<file path="src/rtl/seg_display_arbiter_if.sv">
// Requester handshakes and display outputs of the two-digit display arbiter.
// The master side drives the requests; the slave side is the arbiter itself.
interface seg_display_arbiter_if;
    logic       Req0_Valid;
    logic [7:0] Req0_Data;
    logic       Req0_Ready;
    logic       Req1_Valid;
    logic [7:0] Req1_Data;
    logic       Req1_Ready;
    logic [3:0] Digit1_Nibble;
    logic [3:0] Digit2_Nibble;
    logic       Digit_Enable;
    logic       Owner;

    modport master (
        output Req0_Valid, Req0_Data, Req1_Valid, Req1_Data,
        input  Req0_Ready, Req1_Ready, Digit1_Nibble, Digit2_Nibble, Digit_Enable, Owner
    );

    modport slave (
        input  Req0_Valid, Req0_Data, Req1_Valid, Req1_Data,
        output Req0_Ready, Req1_Ready, Digit1_Nibble, Digit2_Nibble, Digit_Enable, Owner
    );
endinterface

</file>
<file path="src/rtl/seg_display_arbiter.sv">
// Round-robin sharing of a two-digit 7-segment display between two requesters,
// with a minimum hold time per grant and a blanking gap on ownership change.
module seg_display_arbiter #(
    parameter int HOLD_CYCLES  = 25000000,
    parameter int BLANK_CYCLES = 2500000
) (
    input  logic                  CLK,
    input  logic                  RST,
    seg_display_arbiter_if.slave  bus
);
    localparam int MAX_CYCLES = (HOLD_CYCLES > BLANK_CYCLES) ? HOLD_CYCLES : BLANK_CYCLES;
    localparam int CW         = $clog2(MAX_CYCLES + 1);
    localparam logic [CW-1:0] HOLD_LOAD  = CW'(HOLD_CYCLES - 1);
    localparam logic [CW-1:0] BLANK_LOAD = (BLANK_CYCLES > 0) ? CW'(BLANK_CYCLES - 1) : '0;
    localparam logic [CW-1:0] CNT_ONE    = CW'(1);

    typedef enum logic [1:0] {IDLE, GAP, SHOW} state_t;

    state_t        state_q, state_d;
    logic [CW-1:0] cnt_q, cnt_d;
    logic [7:0]    pending_q, pending_d;
    logic [7:0]    digits_q, digits_d;
    logic          enable_q, enable_d;
    logic          owner_q, owner_d;
    logic          last_grant_q, last_grant_d;

    logic          grant_idx;
    logic          ready0, ready1;
    logic          xfer;
    logic          xfer_idx;
    logic [7:0]    xfer_data;

    // Ready depends only on state, owner, last grant and the valids; a tie goes to !last_grant.
    always_comb begin
        grant_idx = (bus.Req0_Valid && bus.Req1_Valid) ? ~last_grant_q : bus.Req1_Valid;
        ready0    = 1'b0;
        ready1    = 1'b0;
        case (state_q)
            IDLE: begin
                ready0 = (bus.Req0_Valid || bus.Req1_Valid) && !grant_idx;
                ready1 = (bus.Req0_Valid || bus.Req1_Valid) &&  grant_idx;
            end
            SHOW: begin
                ready0 = !owner_q;
                ready1 =  owner_q;
            end
            default: begin
                ready0 = 1'b0;
                ready1 = 1'b0;
            end
        endcase
        xfer      = (ready0 && bus.Req0_Valid) || (ready1 && bus.Req1_Valid);
        xfer_idx  = ready1;
        xfer_data = ready1 ? bus.Req1_Data : bus.Req0_Data;
    end

    always_comb begin
        state_d      = state_q;
        cnt_d        = cnt_q;
        pending_d    = pending_q;
        digits_d     = digits_q;
        enable_d     = enable_q;
        owner_d      = owner_q;
        last_grant_d = last_grant_q;
        case (state_q)
            IDLE: begin
                if (xfer) begin
                    pending_d    = xfer_data;
                    last_grant_d = xfer_idx;
                    owner_d      = xfer_idx;
                    if (enable_q && (xfer_idx != owner_q) && (BLANK_CYCLES > 0)) begin
                        enable_d = 1'b0;
                        cnt_d    = BLANK_LOAD;
                        state_d  = GAP;
                    end else begin
                        digits_d = xfer_data;
                        enable_d = 1'b1;
                        cnt_d    = HOLD_LOAD;
                        state_d  = SHOW;
                    end
                end
            end
            GAP: begin
                if (cnt_q == '0) begin
                    digits_d = pending_q;
                    enable_d = 1'b1;
                    cnt_d    = HOLD_LOAD;
                    state_d  = SHOW;
                end else begin
                    cnt_d = cnt_q - CNT_ONE;
                end
            end
            SHOW: begin
                // Owner updates refresh the digits but never extend the hold period.
                if (xfer) begin
                    digits_d  = xfer_data;
                    pending_d = xfer_data;
                end
                if (cnt_q == '0) begin
                    state_d = IDLE;
                end else begin
                    cnt_d = cnt_q - CNT_ONE;
                end
            end
            default: begin
                state_d = IDLE;
            end
        endcase
    end

    always_ff @(posedge CLK) begin
        if (RST) begin
            state_q      <= IDLE;
            cnt_q        <= '0;
            pending_q    <= '0;
            digits_q     <= '0;
            enable_q     <= 1'b0;
            owner_q      <= 1'b0;
            last_grant_q <= 1'b1;
        end else begin
            state_q      <= state_d;
            cnt_q        <= cnt_d;
            pending_q    <= pending_d;
            digits_q     <= digits_d;
            enable_q     <= enable_d;
            owner_q      <= owner_d;
            last_grant_q <= last_grant_d;
        end
    end

    assign bus.Req0_Ready    = ready0;
    assign bus.Req1_Ready    = ready1;
    assign bus.Digit1_Nibble = digits_q[7:4];
    assign bus.Digit2_Nibble = digits_q[3:0];
    assign bus.Digit_Enable  = enable_q;
    assign bus.Owner         = owner_q;
endmodule
</file>
<file path="src/flat_wrapper.sv">
// flat-port wrapper written by rule: the top's interface ports become plain ports
module seg_display_arbiter_flat 
#(
    parameter int HOLD_CYCLES  = 25000000,
    parameter int BLANK_CYCLES = 2500000
)
  (CLK, RST, bus_Req0_Valid, bus_Req0_Data, bus_Req1_Valid, bus_Req1_Data, bus_Req0_Ready, bus_Req1_Ready, bus_Digit1_Nibble, bus_Digit2_Nibble, bus_Digit_Enable, bus_Owner);
  seg_display_arbiter_if bus_i ();
  input  logic CLK;
  input  logic RST;
  input wire logic [$bits(bus_i.Req0_Valid)-1:0] bus_Req0_Valid;
  input wire logic [$bits(bus_i.Req0_Data)-1:0] bus_Req0_Data;
  input wire logic [$bits(bus_i.Req1_Valid)-1:0] bus_Req1_Valid;
  input wire logic [$bits(bus_i.Req1_Data)-1:0] bus_Req1_Data;
  output wire logic [$bits(bus_i.Req0_Ready)-1:0] bus_Req0_Ready;
  output wire logic [$bits(bus_i.Req1_Ready)-1:0] bus_Req1_Ready;
  output wire logic [$bits(bus_i.Digit1_Nibble)-1:0] bus_Digit1_Nibble;
  output wire logic [$bits(bus_i.Digit2_Nibble)-1:0] bus_Digit2_Nibble;
  output wire logic [$bits(bus_i.Digit_Enable)-1:0] bus_Digit_Enable;
  output wire logic [$bits(bus_i.Owner)-1:0] bus_Owner;
  assign bus_i.Req0_Valid = bus_Req0_Valid;
  assign bus_i.Req0_Data = bus_Req0_Data;
  assign bus_i.Req1_Valid = bus_Req1_Valid;
  assign bus_i.Req1_Data = bus_Req1_Data;
  assign bus_Req0_Ready = bus_i.Req0_Ready;
  assign bus_Req1_Ready = bus_i.Req1_Ready;
  assign bus_Digit1_Nibble = bus_i.Digit1_Nibble;
  assign bus_Digit2_Nibble = bus_i.Digit2_Nibble;
  assign bus_Digit_Enable = bus_i.Digit_Enable;
  assign bus_Owner = bus_i.Owner;
  seg_display_arbiter #(.HOLD_CYCLES(HOLD_CYCLES), .BLANK_CYCLES(BLANK_CYCLES)) u_core (.CLK(CLK), .RST(RST), .bus(bus_i));
endmodule
</file>
<file path="config.mk">
export PLATFORM = sky130hd
export DESIGN_NAME = seg_display_arbiter_flat
export DESIGN_NICKNAME = d
export VERILOG_FILES = /design/src/rtl/seg_display_arbiter_if.sv /design/src/rtl/seg_display_arbiter.sv /design/src/flat_wrapper.sv
export SDC_FILE = /design/constraint.sdc
export NUM_CORES = 1
export LEC_CHECK = 0
export ABC_AREA = 1
export CORE_MARGIN = 2
export CORE_UTILIZATION = 25
export CTS_BUF_LIST = sky130_fd_sc_hd__clkbuf_4 sky130_fd_sc_hd__clkbuf_8 sky130_fd_sc_hd__clkbuf_16
export DETAILED_ROUTE_END_ITERATION = 7
export GPL_ROUTABILITY_DRIVEN = 0
export PLACE_DENSITY = 0.48
export SYNTH_ARGS = -nofsm -noshare
export SYNTH_HDL_FRONTEND = slang
export SYNTH_SLANG_ARGS = --single-unit
</file>
<file path="constraint.sdc">
create_clock -name CLK -period 2.5 [get_ports CLK]
set_input_delay 0.375 -clock CLK [delete_from_list [all_inputs] [get_ports CLK]]
set_output_delay 0.375 -clock CLK [all_outputs]
set_load 0.02 [all_outputs]
</file>
==> results.ini <==
[sta]
slew_headroom=0.626
finalMaxSlewViolations=0
fin_setup_tns_ns=0
final-hold-violation-count=0
setup_slack_ns=0.239
worst_tran_pin_value_ns=0.557
period_minus_slack_ns=2.26
setup_violations=0
timing.clock.skew_ns=0.00890
fin_hold_ws_ns=0.471
rsz0062_at_grt=false
final_min_period_over_clock_period=0.904
achievable-frequency_mhz=442

[clock_network]
cts_hold_repair.buffers=0
cts-root-to-sink-buffers=2
cts-resized-gates=0
htree_levels=2
insertion_delay_ns=0.30
clock_sink_count=46
cts_made_buffers=5
cts_tree=yes
postCtsSetupBuffers=0
clock-root-buffer=sky130_fd_sc_hd__clkbuf_16
clk_pin_slew_ns=0.07

[cells_and_area]
regArea_um2=921
mostFrequentLayoutCell=sky130_fd_sc_hd__nand2_1
multi_input_area_um2=1630
mostFrequentLayoutCells=sky130_fd_sc_hd__nand2_1 (111), sky130_fd_sc_hd__nor2_1 (72), sky130_fd_sc_hd__inv_1 (53)
drive_gt1_frac=0.0798
antenna_cells=0
num-nets-final=514
area_growth_pct=23.2
instances_no_fill=629
fillCellCount=1250

[job]
max_cap_violations=0

[place]
io_buffer_count=31
post-place-ws_ns=0.183
post-dp-hpwl_mm=5.76
placedCellCount=621

[route]
vias=2822
via_per_inst=4.49
wl_per_cell_um=12.1
post-route-drc-count=0
iteration_0_drc_markers=147
ant_nets=0
routed_wl_mm=7.63
drtPass1Iterations=4

[synthesis]
postSynthNetCount=477
number_of_flip_flops_and_latches_in_the_synthesized_netlist=46
netlist.area_leader.share=0.325
post_synth.cell_area_avg_um2=6.28
synthesis.instances=451
synth_largest_area_cell=sky130_fd_sc_hd__dfxtp_1
synth_seq_area_share=0.325
yosys_warnings=0
netlist_top_cells_area=sky130_fd_sc_hd__dfxtp_1 (33%), sky130_fd_sc_hd__nand2_1 (15%), sky130_fd_sc_hd__nor2_1 (9.5%), sky130_fd_sc_hd__o21ai_0 (7.1%), sky130_fd_sc_hd__inv_1 (7.0%)
syn_area_um2=2830
post_synth_num_cell_types=29

[worst_setup_path]
critical_path.startpoint=u_core.state_q[0]$_SDFFE_PP0P_
crit_path_start_kind=flip-flop
worst_r2r_startpoint=u_core.state_q[0]$_SDFFE_PP0P_
worstSetupPathType=reg2out
reg2regPathDepth=13
r2r_slack_ns=0.36
timing.critical_path.required_ns=2.12
critical_path_arrival_ns=1.89
critical_path.endpoint_type=primary output
crit_path_max_fanout=6
worstReg2RegEnd=u_core.cnt_q[6]$_SDFFE_PP0P_

[die]
placement_rows=38
floorplan.die.width_um=110
die-area_um2=12200
die_height_um=110
core_um2=10900
start_util=0.259
io-pin-count=32

[global_route]
grt_start_max_net_pins=30
grt.total_usage=0.129
grt_overflow_total=0
first_global_vias=2665
grt_antenna_before_repair=0
global_route_wire_length_before_repair_mm=13.0

[power_and_ir_drop]
switchingPower_w=0.00261
p_per_area_nw_per_um2=1510
p_sw_frac=0.497
max-vdd-ir-drop_uv=550
combinational_power_share=0.594
cellInternalPower_w=0.00265
sequentialPowerShare=0.255
static-leakage-power_nw=1.53
power.share.clock=0.151

[outcome]
status=completed

[worst_hold_path]
critical_hold_path_startpoint=u_core.bus.Digit_Enable$_SDFFE_PP0P_
min_delay_path_depth=2
hold_end=u_core.bus.Digit_Enable$_SDFFE_PP0P_
hold_path_class=reg2reg

## critical path, stage by stage (launching register included)
cell and delay, ns:
sky130_fd_sc_hd__dfxtp_1 0.32, sky130_fd_sc_hd__inv_1 0.10, sky130_fd_sc_hd__ha_1 0.30, sky130_fd_sc_hd__nand2_1 0.10
sky130_fd_sc_hd__nand2_2 0.12, sky130_fd_sc_hd__clkdlybuf4s50_1 0.64
## synth_stat cells
cell and count:
sky130_fd_sc_hd__a21oi_1 36, sky130_fd_sc_hd__a31oi_1 1, sky130_fd_sc_hd__buf_2 2, sky130_fd_sc_hd__buf_4 1, sky130_fd_sc_hd__buf_6 3, sky130_fd_sc_hd__clkbuf_1 4, sky130_fd_sc_hd__clkbuf_4 1, sky130_fd_sc_hd__clkinv_1 2
sky130_fd_sc_hd__dfxtp_1 46, sky130_fd_sc_hd__ha_1 6, sky130_fd_sc_hd__inv_1 53, sky130_fd_sc_hd__nand2_1 111, sky130_fd_sc_hd__nand2_2 7, sky130_fd_sc_hd__nand2_4 1, sky130_fd_sc_hd__nand3_1 20, sky130_fd_sc_hd__nand3_2 3
sky130_fd_sc_hd__nand3_4 1, sky130_fd_sc_hd__nand3b_1 1, sky130_fd_sc_hd__nand4_1 4, sky130_fd_sc_hd__nor2_1 72, sky130_fd_sc_hd__nor2_2 5, sky130_fd_sc_hd__nor2_4 3, sky130_fd_sc_hd__nor3_1 3, sky130_fd_sc_hd__o21ai_0 40
sky130_fd_sc_hd__o21ai_1 13, sky130_fd_sc_hd__o21bai_1 1, sky130_fd_sc_hd__or2_2 1, sky130_fd_sc_hd__xnor2_1 3, sky130_fd_sc_hd__xor2_1 7
## metrics by stage
stage	area, µm²	power [W]	utilization
floorplan	2830	0.00363	-
global placement	3320	0.00449	0.303
detailed placement	3320	0.00449	0.303
CTS	3490	0.00531	0.319
global route	3490	0.00582	0.319
finish	3490	0.00526	0.319
## kinds of logic (layout without fill, tap and decap cells)
| kind of cell | count (synthesis) | count (layout) | share of synthesized area |
|---|---|---|---|
| and+or+nand+nor | 232 | 232 | 0.356 |
| adders and majority gates | 6 | 6 | 0.0265 |
| buffers and inverters | 66 | 104 | 0.0990 |
| AOI/OAI and AO/OA | 91 | 91 | 0.162 |
| xor gates and xnor gates | 10 | 10 | 0.0309 |
| DFF | 46 | 46 | 0.325 |
## layout make-up
type                       instances  share of cell area
inverter                          55              0.0592
clock buffer                       5              0.0359
clock inverter                     3              0.0129
sequential                        46               0.264
tap                              140              0.0502
multi-input combinational        339               0.467
timing repair buffer              41               0.110
## worst max-delay path by stage
stage | end | slack, ns | depth (start not counted)
after floorplan | u_core.cnt_q[21]$_SDFFE_PP0P_ | 0.68 | 14
after global placement | u_core.cnt_q[6]$_SDFFE_PP0P_ | 0.25 | 12
after detailed placement | u_core.cnt_q[6]$_SDFFE_PP0P_ | 0.18 | 13
after CTS | bus_Req1_Ready | 0.22 | 5
after global routing | bus_Req1_Ready | 0.12 | 5
final | bus_Req1_Ready | 0.24 | 5
## registers in the layout, indices dropped and copies added (netlist names)
| name | cells |
|---|---|
| u_core.cnt_q | 25 |
| u_core.digits_q | 8 |
| u_core.pending_q | 8 |
| u_core.state_q | 2 |
| u_core.bus.Digit_Enable | 1 |
| u_core.bus.Owner | 1 |
| u_core.last_grant_q | 1 |
## power by group through the flow
stage / clock, W / combinational, W / sequential, W
6_report: 0.000793 / 0.00312 / 0.00134
5_1_grt: 0.000844 / 0.00358 / 0.00139
4_1_cts: 0.000818 / 0.00315 / 0.00134
3_5_place_dp: 0 / 0.00313 / 0.00136
3_3_place_gp: 0 / 0.00313 / 0.00136
2_1_floorplan: 0 / 0.00225 / 0.00138
## metal layers
metal,vias to the layer above,wire length [µm],track usage
li1,1511,-,-
met1,1259,3860,0.169
met2,44,3430,0.218
met3,8,254,0.0247
met4,0,89,0.0350
met5,-,0,0
Power figures use the tool's default switching activity.
